[config.mk]
export PLATFORM = sky130hd
export DESIGN_NAME = fetch_queue_flat
export DESIGN_NICKNAME = d
export VERILOG_FILES = /design/src/rtl/cpu_pkg.sv /design/src/rtl/fetch_queue_if.sv /design/src/rtl/fetch_queue.sv /design/src/flat_wrapper.sv
export SDC_FILE = /design/constraint.sdc
export NUM_CORES = 1
export LEC_CHECK = 0
export CORE_ASPECT_RATIO = 0.7
export CORE_MARGIN = 2
export CORE_UTILIZATION = 55
export DETAILED_ROUTE_END_ITERATION = 8
export MAX_ROUTING_LAYER = met4
export PLACE_DENSITY = 0.8
export REMOVE_ABC_BUFFERS = 1
export SYNTH_ARGS = -nofsm -noshare
export SYNTH_HDL_FRONTEND = slang
export SYNTH_SLANG_ARGS = --single-unit
[constraint.sdc]
create_clock -name clk -period 6 [get_ports clk]
set_input_delay 1.2 -clock clk [delete_from_list [all_inputs] [get_ports clk]]
set_output_delay 1.2 -clock clk [all_outputs]
set_load 0.02 [all_outputs]
[src/rtl/cpu_pkg.sv]
// Shared CPU pipeline definitions: datapath width, the NOP encoding and the
// fetched-instruction record passed from IF to ID.
package cpu_pkg;

  localparam int XLEN = 32;

  localparam logic [31:0] NOP_INST = 32'h0000_0000;

  typedef struct packed {
    logic [XLEN-1:0] pc4;
    logic [XLEN-1:0] inst;
  } fetch_entry_t;

endpackage

[src/rtl/fetch_queue_if.sv]
// IF -> fetch queue -> ID handshake bundle. The master drives fetched
// instructions in and consumes the head; the slave is the queue itself.
interface fetch_queue_if #(
  parameter int XLEN = cpu_pkg::XLEN
);

  logic            in_valid;
  logic            in_ready;
  logic [XLEN-1:0] in_pc4;
  logic [XLEN-1:0] in_inst;
  logic            out_valid;
  logic            out_ready;
  logic [XLEN-1:0] out_pc4;
  logic [XLEN-1:0] out_inst;

  modport master (
    output in_valid, in_pc4, in_inst, out_ready,
    input  in_ready, out_valid, out_pc4, out_inst
  );

  modport slave (
    input  in_valid, in_pc4, in_inst, out_ready,
    output in_ready, out_valid, out_pc4, out_inst
  );

endinterface

[src/rtl/fetch_queue.sv]
// Instruction buffer between IF and ID: circular FIFO that shows a NOP when empty.
// Optional FETCHQ_BYPASS_EN: an empty queue forwards the IF entry combinationally.
module fetch_queue
  import cpu_pkg::*;
#(
  parameter int DEPTH = 4,
  parameter int XLEN  = cpu_pkg::XLEN
) (
  input  logic                     clk,
  input  logic                     rst_ID,
  input  logic                     flush,
  fetch_queue_if.slave             fq,
  output logic [$clog2(DEPTH):0]   count
);

  localparam int AW = $clog2(DEPTH);

  logic [AW-1:0]   wp;
  logic [AW-1:0]   rp;
  logic [AW:0]     cnt;
  logic [XLEN-1:0] pc4_mem  [DEPTH];
  logic [XLEN-1:0] inst_mem [DEPTH];

  logic empty;
  logic full;
  logic bypass;
  logic push;
  logic pop;

  assign empty = (cnt == '0);
  assign full  = (cnt == (AW+1)'(DEPTH));

`ifdef FETCHQ_BYPASS_EN
  assign bypass = empty && fq.in_valid && !flush;
`else
  assign bypass = 1'b0;
`endif

  // A bypassed entry taken by ID in the same cycle never touches storage.
  assign push = fq.in_valid && !full && !flush && !(bypass && fq.out_ready);
  assign pop  = !empty && fq.out_ready && !flush;

  assign fq.in_ready  = !full;
  assign fq.out_valid = !empty || bypass;
  assign count        = cnt;

  always_comb begin
    fq.out_pc4  = '0;
    fq.out_inst = XLEN'(NOP_INST);
    if (!empty) begin
      fq.out_pc4  = pc4_mem[rp];
      fq.out_inst = inst_mem[rp];
    end else if (bypass) begin
      fq.out_pc4  = fq.in_pc4;
      fq.out_inst = fq.in_inst;
    end
  end

  always_ff @(posedge clk or posedge rst_ID) begin
    if (rst_ID) begin
      wp  <= '0;
      rp  <= '0;
      cnt <= '0;
    end else if (flush) begin
      wp  <= '0;
      rp  <= '0;
      cnt <= '0;
    end else begin
      if (push) wp <= wp + 1'b1;
      if (pop)  rp <= rp + 1'b1;
      case ({push, pop})
        2'b10:   cnt <= cnt + 1'b1;
        2'b01:   cnt <= cnt - 1'b1;
        default: cnt <= cnt;
      endcase
    end
  end

  // Entry storage carries no reset; only the pointers define validity.
  always_ff @(posedge clk) begin
    if (push) begin
      pc4_mem[wp]  <= fq.in_pc4;
      inst_mem[wp] <= fq.in_inst;
    end
  end

endmodule
[src/flat_wrapper.sv]
// flat-port wrapper written by rule: the top's interface ports become plain ports
module fetch_queue_flat import cpu_pkg::*;
#(
  parameter int DEPTH = 4,
  parameter int XLEN  = cpu_pkg::XLEN
)
  (clk, rst_ID, flush, count, fq_in_valid, fq_in_pc4, fq_in_inst, fq_out_ready, fq_in_ready, fq_out_valid, fq_out_pc4, fq_out_inst);
  fetch_queue_if #(.XLEN(XLEN)) fq_i ();
  input  logic clk;
  input  logic rst_ID;
  input  logic flush;
  output logic [$clog2(DEPTH):0] count;
  input wire logic [$bits(fq_i.in_valid)-1:0] fq_in_valid;
  input wire logic [$bits(fq_i.in_pc4)-1:0] fq_in_pc4;
  input wire logic [$bits(fq_i.in_inst)-1:0] fq_in_inst;
  input wire logic [$bits(fq_i.out_ready)-1:0] fq_out_ready;
  output wire logic [$bits(fq_i.in_ready)-1:0] fq_in_ready;
  output wire logic [$bits(fq_i.out_valid)-1:0] fq_out_valid;
  output wire logic [$bits(fq_i.out_pc4)-1:0] fq_out_pc4;
  output wire logic [$bits(fq_i.out_inst)-1:0] fq_out_inst;
  assign fq_i.in_valid = fq_in_valid;
  assign fq_i.in_pc4 = fq_in_pc4;
  assign fq_i.in_inst = fq_in_inst;
  assign fq_i.out_ready = fq_out_ready;
  assign fq_in_ready = fq_i.in_ready;
  assign fq_out_valid = fq_i.out_valid;
  assign fq_out_pc4 = fq_i.out_pc4;
  assign fq_out_inst = fq_i.out_inst;
  fetch_queue #(.DEPTH(DEPTH), .XLEN(XLEN)) u_core (.clk(clk), .rst_ID(rst_ID), .flush(flush), .fq(fq_i), .count(count));
endmodule
==> results.yml, run 1 <==
cells_and_area:
  syn_to_final_growth_pct: 23.6
  design_area_sq_um: 12600
  nFillCells: 1099
  final_nets: 686
  stdcell_count: 867
  seq_area_sq_um: 7870
  drive_above_1_share_pct: 18.3
  multi_input_area_sq_um: 2180
logic_synthesis:
  synth_top_area_cell: "edfxtp_1"
  async_reset_ff_share_pct: 2.66
  yosysSeqAreaShare_pct: 77.0
  synth.most_common_cell: "edfxtp_1"
  syn_inst: 470
  ys_ff_latch: 263
  synth_common_cells: "edfxtp_1 (256), and2_1 (68), mux4_2 (64)"
  synthDistinctLibCells: 35
  synth.top_cell.area_share_pct: 75.3
  yosys-top-cells-area: "edfxtp_1 (75%), mux4_2 (14%), and2_1 (4.2%)"
  yosys.area_share.simple_pct: 5.11
  synth_edf_count: 256
  synth_fa_ha_area_share_pct: 0.686
  synth_compound_area_share_pct: 0.943
  synth_top_family_by_area: "multiplexers"
  synth.cell_area_sq_um: 10200
  synth_warnings: 0
  postSynthAreaPerCell_sq_um: 21.7
  synth.area.mux_share_pct: 14.2
  ys.flop_type: "edfxtp_1"
  synth_xor_area_share_pct: 0.257
setup_path:
  critPathArrivalTime_ns: 3.24
  crit_path_max_fanout: 46
  cp-end-kind: "primary output"
  crit_path_max_incr_delay_ns: 1.02
  path_class: "register to primary output"
  cp_slowest_cell: "dfrtp_4"
  crit_required_ns: 4.80
  critPathLaunchType: "register"
  crit_chain: "buf_4, mux4_2, and2_1, clkdlybuf4s50_1"
place:
  gp_congestion: 0.732
  preCtsSetupSlack_ns: 2.04
  dp_hpwl_microns: 10500
  place_area_sq_um: 11800
  io_buffers: 137
  dp_cells: 821
pwr:
  leakagePower_nw: 4.01
  powerDensity_nw_per_um2: 338
  ir_worst_vdd_uv: 222
routing:
  via_count: 4961
  wl_microns: 19100
  dr.pass1.iters: 5
  drc: 0
  dr.first_iter.drc_count: 384
  via_per_inst: 5.72
  ant_nets: 0
  routedWlPerCell_microns: 22.1
timing:
  skew_ns: 0.0107
  whs_ns: 0.614
  layout_setup_ws_ns: 1.56
  drv_slew: 0
  rsz0062_at_grt: "no"
  fmax_mhz: 225
  worst_pin_slew_ns: 1.05
  relSlewSlack_pct: 29.8
  hold_viol: 0
  setup_viol: 0
  fin_crit_sh_pct: 73.9
  period_needed_ns: 4.44
  setup-tns-final_ns: 0
floorplanning:
  die_h_microns: 118
  initial_core_util_pct: 56.4
  fp.coreArea_sq_um: 18100
  die_area_sq_um: 19700
  die_w_microns: 167
  num_io_pins: 138
  placement_rows: 41
flow_run:
  max_cap_viol_count: 0
clock_network:
  clk_latency_ns: 0.51
  cts_tree: "yes"
  clock_path_buffers: 3
  clkSinkCount: 263
  post_cts_buffers: 0
  clk_pin_slew_ns: 0.06
  h-tree-depth: 1
  cts_resized: 0
  cts_root_buffer: "clkbuf_16"
  cts_buffers: 25
  cts_hold_buf: 0
global_routing:
  antenna_found_initial: 1
  grt_pass1_vias: 5327
  grt_pass1_wl_microns: 30200
  grt_max_degree: 66
  grt.total_usage_pct: 20.5
  overflow: 0
min_path:
  hold_path_class: "register to register"
status:
  status: "completed"
==> power breakdown <==
| part | switching (mW) | internal [mW] |
|---|---|---|
| logic | 0.251 | 0.280 |
| clock network | 0.646 | 0.982 |
| registers | 0.0444 | 2.07 |
==> per-stage QoR <==
stage | power, mW | util, %
detailed placement | 2.69 | 65.0
global route | 4.41 | 69.7
finish | 4.27 | 69.7
floorplan | 2.44 | -
global placement | 2.68 | 65.0
CTS | 4.31 | 69.7
==> cell families (layout without fill, tap and decap cells) <==
kind of cell / count (synthesis) / in the layout
flops: 263 / 263
fa+ha+maj: 5 / 5
compound gates: 14 / 14
other cells: 0 / 1
buf+inv: 33 / 193
xor+xnor: 3 / 3
mux: 65 / 65
simple gates: 87 / 87
==> worst max-delay path, delay by kind of cell, from the launching register on <==
family	cells	cell delay (ns)
simple gates	1	0.19
flops	1	1.02
buf+inv	2	0.95
mux	1	0.56
==> cell type report <==
type | count | area share, %
Clock buffer | 29 | 5.07
Multi-Input combinational cell | 174 | 17.3
Clock inverter | 16 | 1.70
Antenna cell | 1 | 0.0198
Inverter | 7 | 0.208
Tap cell | 236 | 2.34
Sequential cell | 263 | 62.3
Timing Repair Buffer | 141 | 11.1
==> path summary, 6_finish.rpt <==
kind	endpoint	cells past startpoint	slack, ns	startpoint
max reg2reg	u_core.pc4_mem[3][24]	3	3.61	u_core.count[0]
min in group asynchronous	u_core.rp[0]	2	0.95	rst_ID
max	fq_out_inst[26]	4	1.56	u_core.rp[0]
min	u_core.wp[1]	2	0.61	u_core.wp[1]
max in group asynchronous	u_core.rp[0]	2	4.80	rst_ID
min reg2reg	u_core.wp[1]	2	0.61	u_core.wp[1]
==> sequential cells by signal, indices dropped and copies added (netlist names) <==
signal           cells
u_core.pc4_mem     128
u_core.wp            2
u_core.count         3
u_core.rp            2
u_core.inst_mem    128
==> layer usage <==
metal	GRT usage, %	up-vias	wire [microns]
li1	-	2182	-
met1	27.9	2569	8230
met2	33.1	182	9300
met3	4.20	28	1260
met4	3.61	0	336
met5	-	-	0
==> placed cells by master, fill, tap and decap left out, types with 2 or more instances in the layout <==
cell type        count
ha_1                 4
bufinv_16            5
clkbuf_16           25
and2_4               4
nand3_1              4
inv_1                7
clkinvlp_4           4
nor3_1               2
clkinv_2             3
nand2_1              2
and2_1              64
clkbuf_1             4
nor2_1               5
clkdlybuf4s50_1    137
clkinv_1             3
mux4_2              64
o2111ai_1            2
buf_4                4
edfxtp_1           256
nand2b_1             2
xor2_1               2
dfrtp_1              5
o21ai_0              2
a21oi_1              3
No activity file was read; power rests on OpenSTA's default activity.
==> run 2: changes to the inputs <==
clock period = 4.45 ns   (was 6 ns; I/O delays follow)
==> run 2 against run 1 <==
Compared with the run above: final area is essentially flat; count of clock-buffer cells in the layout increased by 1; die area stayed put; utilization is essentially flat; non-clock buffer count is 4 higher; critical path type unchanged.
==> results.yml, run 2 (synthesis results as in run 1) <==
status:
  status: "completed"
cells_and_area:
  mostFrequentLayoutCells: "edfxtp_1 (256), clkdlybuf4s50_1 (137), mux4_2 (64), and2_1 (64), clkbuf_16 (23)"
  design_area_sq_um: 12600
  final_common_cell: "edfxtp_1"
  syn_to_final_growth_pct: 23.6
  drive_above_1_share_pct: 17.8
  final_nets: 688
setup_path:
  path_class: "register to primary output"
  crit_path_max_fanout: 65
  crit_required_ns: 3.56
  critPathArrivalTime_ns: 2.93
  cp-end-kind: "primary output"
  critPathLaunchType: "register"
clock_network:
  clk_pin_slew_ns: 0.07
  h-tree-depth: 1
  cts_hold_buf: 0
  cts_resized: 0
  clk_latency_ns: 0.50
  cts_root_buffer: "clkbuf_16"
  clock_path_buffers: 3
  post_cts_buffers: 0
  clkSinkCount: 263
  cts_tree: "yes"
  cts_buffers: 23
pwr:
  leakagePower_nw: 4.01
  ir_worst_vdd_uv: 343
  power_mw: 5.71
  powerDensity_nw_per_um2: 453
global_routing:
  grt_pass1_vias: 5143
  grt-busiest-layer: "met2"
  grt_max_degree: 66
  grt_pass1_wl_microns: 29700
  overflow: 0
  grt.total_usage_pct: 20.3
  met2_usage_pct: 30.5
  use_met1_pct: 30.0
  use_met3_pct: 3.67
  antenna_found_initial: 1
timing:
  whs_ns: 0.618
  fmax_mhz: 262
  setup_viol: 0
  drv_slew: 0
  hold_viol: 0
  setup-tns-final_ns: 0
  fin_crit_sh_pct: 85.9
  period_needed_ns: 3.82
  worst_pin_slew_ns: 1.04
  rsz0062_at_grt: "no"
  relSlewSlack_pct: 30.5
  skew_ns: 0.0124
floorplanning:
  placement_rows: 41
  die_area_sq_um: 19700
  fp.coreArea_sq_um: 18100
  num_io_pins: 138
  initial_core_util_pct: 56.4
  die_h_microns: 118
  die_w_microns: 167
routing:
  ant_nets: 0
  dr.first_iter.drc_count: 358
  routedWlPerCell_microns: 22.4
  drc: 0
  wl_microns: 19400
  dr.pass1.iters: 4
  via_count: 5001
  via_per_inst: 5.77
place:
  gp_congestion: 0.790
  place_area_sq_um: 11800
  dp_hpwl_microns: 11600
  io_buffers: 137
flow_run:
  max_cap_viol_count: 0
min_path:
  hold_path_class: "register to register"
-- run 2: power breakdown --
part / total, mW / switching [mW] / internal, mW
clock: 2.13 / 0.831 / 1.30
sequential: 2.83 / 0.0406 / 2.79
combinational: 0.747 / 0.364 / 0.383
-- run 2: worst max-delay path, cell delays in order, from the launching register on --
cell and delay, ns:
dfrtp_1 0.51, or3_2 0.99, and2_1 0.36, clkdlybuf4s50_1 0.55
-- run 2: final timing paths --
kind,slack [ns],depth (start not counted),from,to
max,0.63,3,u_core.count[1],fq_out_pc4[28]
min,0.62,2,u_core.wp[0],u_core.wp[0]
max reg2reg,1.99,3,u_core.count[0],u_core.inst_mem[2][5]
min reg2reg,0.62,2,u_core.wp[0],u_core.wp[0]
max in group asynchronous,3.55,2,rst_ID,u_core.rp[0]
min in group asynchronous,0.64,2,rst_ID,u_core.wp[1]
-- run 2: metal layers --
| layer | wire, microns | share of wire, % |
|---|---|---|
| met5 | 0 | 0 |
| met4 | 335 | 1.7 |
| met3 | 1250 | 6.5 |
| met2 | 9150 | 47 |
| met1 | 8620 | 45 |
-- run 2: metrics by stage --
| step | setup slack, ns | instances | utilization [%] |
|---|---|---|---|
| finish | 0.628 | 866 | 69.7 |
| global route | 0.433 | 866 | 69.7 |
| CTS | 0.617 | 865 | 69.7 |
| detailed placement | 1.01 | 825 | 65.2 |
| global placement | 1.15 | 825 | 65.2 |
| floorplan | 0.0893 | 444 | - |
-- run 2: area by class of cell --
type	instances	area, sq um
Clock inverter	10	204
Sequential cell	263	7870
Timing Repair Buffer	145	1440
Fill cell	1133	5490
Tap cell	236	295
Clock buffer	30	602
Multi-Input combinational cell	174	2180
Inverter	7	26.3
Antenna cell	1	2.50
==> run 3: changes to the inputs <==
==> constraint.sdc (replaced) <==
create_clock -name clk -period 4.45 [get_ports clk]
set_input_delay 0.6675 -clock clk [delete_from_list [all_inputs] [get_ports clk]]
set_output_delay 0.6675 -clock clk [all_outputs]
set_load 0.02 [all_outputs]
==> run 3 against run 2 <==
Compared with the run above: critical path type unchanged; worst setup slack gained 0.25 ns; power down 2.0%; critical endpoint is now fq_out_pc4[30]; wire length shrank 2.4%; die area did not move; clock power shrank 5%; utilization fell by 0.31 points; final area decreased by 0.45%; sequential share of layout area is 0.28 points higher; non-clock buffer count shrank 5; sequential cell count did not move; sequential power about the same; first-iteration DRC count fell by 8.9%.
==> results.yml, run 3 (synthesis results as in run 1) <==
global_routing:
  grt_pass1_vias: 5203
  grt_pass1_wl_microns: 29100
  overflow: 0
  grt_max_degree: 66
  antenna_found_initial: 1
  grt.total_usage_pct: 20.0
routing:
  drc: 0
  m1WireLength_microns: 8170
  dr.pass1.iters: 5
  dr.first_iter.drc_count: 326
  routedWlPerCell_microns: 21.9
  met2_length_microns: 9170
  wl_met3_microns: 1320
  top_layer: "met4"
  ant_nets: 0
  via_count: 4883
  via_per_inst: 5.66
  wl_microns: 18900
setup_path:
  crit_path_max_fanout: 21
  path_class: "register to primary output"
  critPathArrivalTime_ns: 2.91
  reg2reg_from: "u_core.count[2]"
  crit_required_ns: 3.78
  crit_chain: "buf_4, mux4_2, and2_1, clkdlybuf4s50_1"
  worstSetupStartpoint: "u_core.rp[0]"
  critPathLaunchType: "register"
  cp-end-kind: "primary output"
  cp_slowest_cell: "dfrtp_4"
  crit_path_max_incr_delay_ns: 0.70
timing:
  fmax_mhz: 280
  fin_crit_sh_pct: 80.3
  worst_pin_slew_ns: 1.03
  relSlewSlack_pct: 31.3
  setup_viol: 0
  setup-tns-final_ns: 0
  hold_viol: 0
  skew_ns: 0.0169
  rsz0062_at_grt: "no"
  drv_slew: 0
  period_needed_ns: 3.57
cells_and_area:
  multi_input_area_sq_um: 2180
  drive_above_1_share_pct: 17.6
  final_common_cell: "edfxtp_1"
  mostFrequentLayoutCells: "edfxtp_1 (256), clkdlybuf4s50_1 (137), mux4_2 (64), and2_1 (64), clkbuf_16 (25)"
  seq_area_sq_um: 7870
  syn_to_final_growth_pct: 23.0
  nFillCells: 1113
  final_nets: 684
  design_area_sq_um: 12600
floorplanning:
  initial_core_util_pct: 56.4
  die_area_sq_um: 19700
  placement_rows: 41
  num_io_pins: 138
  die_w_microns: 167
  die_h_microns: 118
  fp.coreArea_sq_um: 18100
clock_network:
  cts_resized: 0
  post_cts_buffers: 0
  clk_latency_ns: 0.51
  cts_hold_buf: 0
  clk_pin_slew_ns: 0.06
  h-tree-depth: 1
  cts_buffers: 24
  clock_path_buffers: 3
  cts_tree: "yes"
  clkSinkCount: 263
  cts_root_buffer: "clkbuf_16"
flow_run:
  max_cap_viol_count: 0
pwr:
  leakagePower_nw: 3.98
  internal-power_mw: 4.37
  powerDensity_nw_per_um2: 446
  power_switching_share_pct: 22.0
  p_seq_share_pct: 50.6
  p_clk_share_pct: 36.2
  netSwitchingPower_mw: 1.23
  power_frac_comb_pct: 13.2
  ir_worst_vdd_uv: 396
place:
  dp_hpwl_microns: 10800
  place_area_sq_um: 11800
  io_buffers: 137
  gp_congestion: 0.747
status:
  status: "completed"
min_path:
  hold_path_class: "input pin to async pin"
==> run 3: power groups by stage <==
stage	logic, mW	registers (mW)	clock network [mW]
finish	0.738	2.83	2.03
floorplan	0.381	2.91	0
global placement	0.729	2.88	0
CTS	0.750	2.84	2.06
detailed placement	0.745	2.89	0
global route	0.788	2.84	2.16
==> run 3: final cells by class <==
cell class              instances  area share, %
repair buffers                140           11.3
flip-flops and latches        263           62.6
multi-input cells             174           17.3
diodes                          1         0.0199
inverters                       7          0.209
clock buffers                  29           5.10
clock inverters                12           1.07
well taps                     236           2.35
==> run 3: worst paths after layout <==
path	to	slack, ns	cells after the start
max in group asynchronous	u_core.rp[0]	3.80	2
setup reg to reg	u_core.inst_mem[3][31]	2.01	3
setup / recovery	fq_out_pc4[30]	0.88	4
min in group clk	u_core.wp[0]	0.61	2
hold reg to reg	u_core.wp[0]	0.61	2
hold / removal	u_core.count[2]	0.39	2
==> run 3: stage by stage <==
stage | util (%) | setup WS, ns | cells | hold WS [ns] | power [mW]
2_1_floorplan | - | 0.312 | 444 | 0.471 | 3.29
3_3_place_gp | 65.1 | 1.37 | 820 | 0.572 | 3.61
3_5_place_dp | 65.1 | 1.22 | 820 | 0.600 | 3.63
4_1_cts | 69.4 | 0.799 | 861 | 0.392 | 5.65
5_1_grt | 69.4 | 0.697 | 862 | 0.423 | 5.79
6_report | 69.4 | 0.877 | 862 | 0.392 | 5.60
==> run 3: per-layer routing <==
layer / GRT usage, % / vias up
li1: - / 2172
met1: 27.8 / 2494
met2: 31.6 / 194
met3: 4.27 / 23
met4: 3.34 / 0
met5: - / -
==> run 3: worst max-delay path: cells and delay by family (launching register included) <==
family | cells | cell delay, ns
and+or+nand+nor | 1 | 0.17
DFF | 1 | 0.70
buffers and inverters | 2 | 0.94
muxes | 1 | 0.56
